$ cat config.mk
export PLATFORM = sky130hd
export DESIGN_NAME = elastic_buffer
export DESIGN_NICKNAME = d
export VERILOG_FILES = /design/src/rtl/elastic_buffer_pkg.sv /design/src/rtl/elastic_buffer_mem.sv /design/src/rtl/elastic_buffer.sv
export SDC_FILE = /design/constraint.sdc
export NUM_CORES = 1
export LEC_CHECK = 0
export BUFFER_PORTS_ARGS = -buffer_cell sky130_fd_sc_hd__buf_2
export CORE_MARGIN = 3
export CORE_UTILIZATION = 47
export DETAILED_ROUTE_END_ITERATION = 8
export HOLD_SLACK_MARGIN = 0.03
export MAX_ROUTING_LAYER = met4
export PLACE_DENSITY = 0.77
export REMOVE_ABC_BUFFERS = 1
export SKIP_CTS_REPAIR_TIMING = 1
export SYNTH_ARGS = -nofsm -noshare
export SYNTH_HDL_FRONTEND = slang
export SYNTH_SLANG_ARGS = --single-unit
$ cat constraint.sdc
create_clock -name clk -period 6.8 [get_ports clk]
set_input_delay 0.34 -clock clk [delete_from_list [all_inputs] [get_ports clk]]
set_output_delay 0.34 -clock clk [all_outputs]
set_load 0.02 [all_outputs]
$ cat src/rtl/elastic_buffer_pkg.sv
// Shared constants and helpers for the elastic buffer.
// Bypass-mode encodings and the occupancy-counter width.
package elastic_buffer_pkg;

   localparam int BUF_REGISTERED = 0;
   localparam int BUF_BYPASS     = 1;

   function automatic int clog2_cnt(input int depth);
      return $clog2(depth + 1);
   endfunction

endpackage

$ cat src/rtl/elastic_buffer_mem.sv
// Entry storage for the elastic buffer.
// One gated write port, one asynchronous read port, no reset.
module elastic_buffer_mem
   import elastic_buffer_pkg::*;
#(
   parameter int DATA_W = 32,
   parameter int DEPTH  = 2,
   parameter int PTR_W  = $clog2(DEPTH)
) (
   input  logic              clk,
   input  logic              we,
   input  logic [PTR_W-1:0]  waddr,
   input  logic [DATA_W-1:0] wdata,
   input  logic [PTR_W-1:0]  raddr,
   output logic [DATA_W-1:0] rdata
);

   logic [DATA_W-1:0] mem [DEPTH];

   always_ff @(posedge clk) begin
      if (we) begin
         mem[waddr] <= wdata;
      end
   end

   assign rdata = mem[raddr];

endmodule

$ cat src/rtl/elastic_buffer.sv
// Parametrised ready/valid elastic buffer with optional empty bypass.
// ready_o decodes registered occupancy only, breaking the backpressure path.
module elastic_buffer
   import elastic_buffer_pkg::*;
#(
   parameter int DATA_W       = 32,
   parameter int DEPTH        = 2,
   parameter int BYPASS       = BUF_REGISTERED,
   parameter int AFULL_THRESH = DEPTH - 1,
   localparam int CNT_W       = clog2_cnt(DEPTH)
) (
   input  logic              clk,
   input  logic              rst,
   input  logic              flush_i,
   input  logic              valid_i,
   output logic              ready_o,
   input  logic [DATA_W-1:0] data_i,
   output logic              valid_o,
   input  logic              ready_i,
   output logic [DATA_W-1:0] data_o,
   output logic [CNT_W-1:0]  count_o,
   output logic              almost_full_o
);

   localparam int PTR_W = $clog2(DEPTH);
   localparam logic [CNT_W-1:0] FULL = CNT_W'(DEPTH);
   localparam logic [CNT_W-1:0] AF   = CNT_W'(AFULL_THRESH);
   localparam logic [PTR_W-1:0] LAST = PTR_W'(DEPTH - 1);

   generate
      if (DEPTH < 2) begin : g_bad_depth
         $error("elastic_buffer: DEPTH must be >= 2");
      end
      if (DATA_W < 1) begin : g_bad_width
         $error("elastic_buffer: DATA_W must be >= 1");
      end
      if (AFULL_THRESH < 1 || AFULL_THRESH > DEPTH) begin : g_bad_af
         $error("elastic_buffer: AFULL_THRESH out of 1..DEPTH");
      end
   endgenerate

   logic [PTR_W-1:0]  wr_ptr;
   logic [PTR_W-1:0]  rd_ptr;
   logic [CNT_W-1:0]  count;
   logic [CNT_W-1:0]  count_nxt;
   logic              afull;
   logic [DATA_W-1:0] rd_data;
   logic              bypass_path;
   logic              push;
   logic              pop;
   logic              store;
   logic              advance;

   function automatic logic [PTR_W-1:0] inc(input logic [PTR_W-1:0] p);
      return (p == LAST) ? '0 : p + PTR_W'(1);
   endfunction

   always_comb begin
      bypass_path = (BYPASS == BUF_BYPASS) && (count == '0);
      ready_o     = (count != FULL);
      valid_o     = bypass_path ? valid_i : (count != '0);
      data_o      = bypass_path ? data_i : rd_data;
      push        = valid_i & ready_o;
      pop         = valid_o & ready_i;
      // a bypassed beat consumed downstream is never written
      store       = push & ~(bypass_path & pop);
      advance     = pop & ~bypass_path;
      count_nxt   = count;
      if (flush_i) begin
         count_nxt = '0;
      end else if (store & ~advance) begin
         count_nxt = count + CNT_W'(1);
      end else if (advance & ~store) begin
         count_nxt = count - CNT_W'(1);
      end
   end

   always_ff @(posedge clk or posedge rst) begin
      if (rst) begin
         wr_ptr <= '0;
         rd_ptr <= '0;
         count  <= '0;
         afull  <= 1'b0;
      end else begin
         count <= count_nxt;
         afull <= (count_nxt >= AF);
         if (flush_i) begin
            wr_ptr <= '0;
            rd_ptr <= '0;
         end else begin
            if (store) begin
               wr_ptr <= inc(wr_ptr);
            end
            if (advance) begin
               rd_ptr <= inc(rd_ptr);
            end
         end
      end
   end

   elastic_buffer_mem #(
      .DATA_W (DATA_W),
      .DEPTH  (DEPTH),
      .PTR_W  (PTR_W)
   ) u_mem (
      .clk   (clk),
      .we    (store & ~flush_i),
      .waddr (wr_ptr),
      .wdata (data_i),
      .raddr (rd_ptr),
      .rdata (rd_data)
   );

   assign count_o       = count;
   assign almost_full_o = afull;

endmodule

# Yosys cells after proc, flatten, opt, wreduce, memory -nomap -nowiden
# Memories as Yosys holds them, arrays and structs flattened.
# Cells that the tools add are included.
# op_classes
n_addsub,4
magnitude_cmp,1
eq_ne,1
mux,11
bitwise_logic,8
reduce_logical,3
# op_table
operator,n
$mux 1,8
$mux 2,3
$reduce_bool 2->1,3
$and 1x1->1,5
$not 1->1,3
$add 1x1->1 const B,2
$add 2x1->2 const B,1
$ge 2x1->1 const B,1
$ne 2x2->1 const B,1
$sub 2x1->2 const B,1
# totals
register_bits,5
ramBits,64
out_inout_bits,37
word_cells,33
n_memories,1
# mem_list
memory,words,width,read_ports,rd_clocked_by_memory_dff,wr,line_no,source
u_mem.mem,2,32,1,0,1,elastic_buffer_mem.sv:18,logic [DATA_W-1:0] mem [DEPTH];

# Logic depth before layout (Yosys ltp)
# logic_depth
word_depth,8
ltp_mapped,6
depth_no_buf,5

# By module
# From an unflattened synthesis, not the netlist that was laid out.
# unflattened
cells_unflattened,136
hier_area_um2,2822.7
# by_module_without_submodules
module,instances,cells_each,area_per_inst_um2,seq_area_each_um2
elastic_buffer_mem,1,102,2478.6,1921.8
elastic_buffer,1,34,344.1,125.1

# Worst setup path after synthesis
# No wires, ideal clock.
# synth_timing
path_kind,reg2reg
from,reg count[0] (netlist: count_o[0])
to,mem u_mem.mem[0][0] (enable)
t_arrival_ps,3345
required_ps,6339
slack_ps,2994
path_stages_with_launch,6
path_buffers,1
path_cell_list,dfrtp_1 -> inv_1 -> ha_1 -> nand2b_1 -> buf_6 -> nor3_1
# synth_between
elab_chain_cells,5
# synth_lines
element,line_no,source
from (decl),elastic_buffer.sv:44,logic [CNT_W-1:0] count;
from (signal assigned),elastic_buffer.sv:85,count <= count_nxt;
$ne 2x2->1,elastic_buffer.sv:60,ready_o = (count != FULL);
$and 1x1->1,elastic_buffer.sv:63,push = valid_i & ready_o;
$and 1x1->1,elastic_buffer.sv:107,".we (store & ~flush_i),"
$mux 1,elastic_buffer_mem.sv:21,if (we) begin
$mux 1 (not written as such),elastic_buffer_mem.sv:22,mem[waddr] <= wdata;
to (decl),elastic_buffer_mem.sv:18,
# No other way between the ends.

# Final worst setup path
# layout_timing
from,reg count[0] (netlist: count_o[0])
to,mem u_mem.mem[0][29] (enable)
# Same word-level chain as after synthesis.

==> results.tsv <==
stage	metric	value	unit
routing	routed len/inst	15.7	µm
timing	Tcrit/Tclk final	0.386	
grt	total grt overflow	0	
timing	max frequency	381	MHz
setup_path	Max stage delay on crit path	0.77	ns
setup_path	reg2reg path depth	5	
setup_path	Reg2Reg Setup Slack	4.18	ns
run_status	outcome	finished, final reports clean	
routing	ANT nets after route	0	
flow_run	max cap viols	0	
synth	synthesized flop and latch total	69	
clocking	Worst-Skew Late Latency	0.33	ns
clocking	CTS buffer count	9	
floorplan	FP Rows	26	
finish	# nets final	258	
setup_path	CP max stage cell	nor3_2	
synth	share of the yosys chip area belonging to registers	0.768	
finish	Layout Cells excl Fill	294	
routing	Vias	1447	
timing	Slew Limit Fails	0	
grt	vias in the first global route	1484	
grt	GRT Total Usage	0.154	
routing	DRC Markers	0	
routing	drt initial violations	54	
finish	diodes inserted	0	
setup_path	worst setup path end	u_mem.mem[0][29]$_DFFE_PP_	
floorplan	Die W	81.3	µm
routing	First-pass DRT Iterations	4	
routing	Post-Route WL	4.63	mm
place	worst slack at placement	4.13	ns
setup_path	Worst Setup Start Kind	flop	
hold_path	Min-Delay Path Depth	1	
floorplan	Die Span Y	81.3	µm
hold_path	HP Class	in2reg	
synth	synth warn	0	
clocking	Root Buffer	clkbuf_8	
floorplan	Core ar.	5300	µm²
floorplan	die area	6610	µm²
clocking	CTS tree	done	
setup_path	CP max FO	20	
floorplan	Initial Util	0.503	
pwr	Worst VDD drop	215	µV
setup_path	crit path from	count_o[0]$_DFF_PP0_	
floorplan	I/O Pins	74	
synth	post-synth top area share	0.721	
setup_path	Crit Reg-Reg Endpoint	u_mem.mem[0][29]$_DFFE_PP_	
grt	first-pass GRT wire length	6.93	mm
finish	area delta synth->final	22.8	%
grt	initial antenna violation count	0	
timing	Slew @ Worst Pin	0.946	ns
synth	EDFF count, synth	64	
timing	PnR worst setup slack	4.18	ns
timing	final hold violations	0	
clocking	number of clock sinks	69	
setup_path	crit path DAT	2.63	ns
synth	Yosys cell types	26	
setup_path	Worst path depth	5	
setup_path	Crit path max-delay family	simple AND/OR/NAND/NOR gates	
place	Placed Instance Area	3110	µm²
timing	Rel. slew slack	0.366	
setup_path	CP Cell Sequence	inv_1 -> ha_1 -> nand2b_1 -> nor3_2 -> buf_4	
routing	vias per cell	4.92	
clocking	clock buffer depth	2	
place	HPWL Detailed	3.31	mm
setup_path	Crit path required time	6.80	ns
hold_path	Hold Crit Start	data_i[24]	
timing	total negative slack	0	ns
pwr	leakage power	1.25	nW
pwr	PD cells	361	nW/µm²
synth	Post-synth ARST share	0.0725	
synth	Syn Area/Cell	19.3	µm²
place	Final GP Congestion	0.871	
synth	Cells after Synth	138	
place	Buffers on Ports	73	
setup_path	Critical path buffers and inverters	2	
finish	layout cells sized above 1	0.563	
clocking	Reg clk slew, reported paths	0.07	ns
grt	largest net degree at the start of global routing	22	
synth	Synth Cell Area	2670	µm²
timing	Period minus WS final	2.62	ns
clocking	H-tree level count	3	
timing	RSZ-0062 raised after global routing	no	
place	# placed instances	277	
synth	count leader, synth	edfxtp_1	
finish	design area	3270	µm²
finish	Final Util	0.617	
synth	cell accounting for the most synthesized area	edfxtp_1	
setup_path	crit path kind	reg2reg	
setup_path	reg-to-reg startpoint	count_o[0]$_DFF_PP0_	
setup_path	endpoint class of the critical path	flop	
synth	ys flop type	edfxtp_1	
synth	synth cell count leaders	64 x edfxtp_1, 33 x mux2_2, 6 x inv_1	
synth	ranking of synthesized cells by area	edfxtp_1 72%, mux2_2 14%, dfrtp_1 4.7%	
timing	Setup Viol. Count Final	0	
timing	Layout Skew	0.00703	ns
## placed cells by master, fill, tap and decap left out, types with 2 or more instances in the layout
cell      Yosys  final
clkinv_2      0      2
buf_2         3     73
buf_4         0      3
nor2_1        4      4
xnor2_1       2      2
edfxtp_1     64     64
inv_1         6      6
clkinv_1      0      4
clkbuf_8      0      9
ha_1          2      2
mux2_2       33     33
dfrtp_1       5      5
## metal layers
layer	vias to the layer above	part of all wire	track usage
met4	0	0.023	0.0912
li1	686	-	-
met1	688	0.40	0.169
met3	11	0.080	0.0488
met5	-	0	-
met2	62	0.50	0.245
## power breakdown
part,internal (mW),leakage [nW],total (mW),switching [mW]
clock,0.126,0.0789,0.261,0.135
sequential,0.517,0.652,0.546,0.0297
combinational,0.160,0.523,0.373,0.213
total,0.803,1.25,1.18,0.378
## layout make-up
cell class              instances  area, µm²
clock buffers                   9        124
clock inverters                 7       32.5
well taps                      70       87.6
flip-flops and latches         69       2050
inverters                       6       22.5
repair buffers                 77        398
multi-input cells              56        562
fillers                       398       2030
## through the flow
stage	power (mW)	hold slack, ns
after detailed placement	0.930	0.259
after global placement	0.925	0.255
after global routing	1.24	0.181
final	1.18	0.197
after floorplan	0.810	0.119
after CTS	1.19	-0.0969
## sequential cells by signal (all words and copies together), names as in the netlist
name and flops:
count_o 2, wr_ptr 1, almost_full_o 1, u_mem.mem 64
rd_ptr 1
## worst register-to-register path: cells and delay by family, from the launching register on
kind,cells,cell delay (ns)
flops,1,0.45
buf+inv,2,0.52
fa+ha+maj,1,0.25
simple gates,2,1.06
## cells by family after synthesis
logic type,Yosys count,synth area share
buffers and inverters,13,0.0230
AOI/OAI and AO/OA,6,0.0183
DFF,69,0.768
adders and majority gates,2,0.00939
and+or+nand+nor,11,0.0263
muxes,34,0.145
xor gates and xnor gates,3,0.00986
## how the worst min path moves through the flow
| stage | endpoint | slack (ns) |
|---|---|---|
| 3_5_place_dp | count_o[1]$_DFF_PP0_ | 0.26 |
| 2_1_floorplan | almost_full_o$_DFF_PP0_ | 0.12 |
| 3_3_place_gp | count_o[1]$_DFF_PP0_ | 0.25 |
| 6_report | u_mem.mem[0][24]$_DFFE_PP_ | 0.20 |
| 4_1_cts | count_o[0]$_DFF_PP0_ | -0.1 |
| 5_1_grt | u_mem.mem[1][16]$_DFFE_PP_ | 0.18 |
Power figures use the tool's default switching activity.
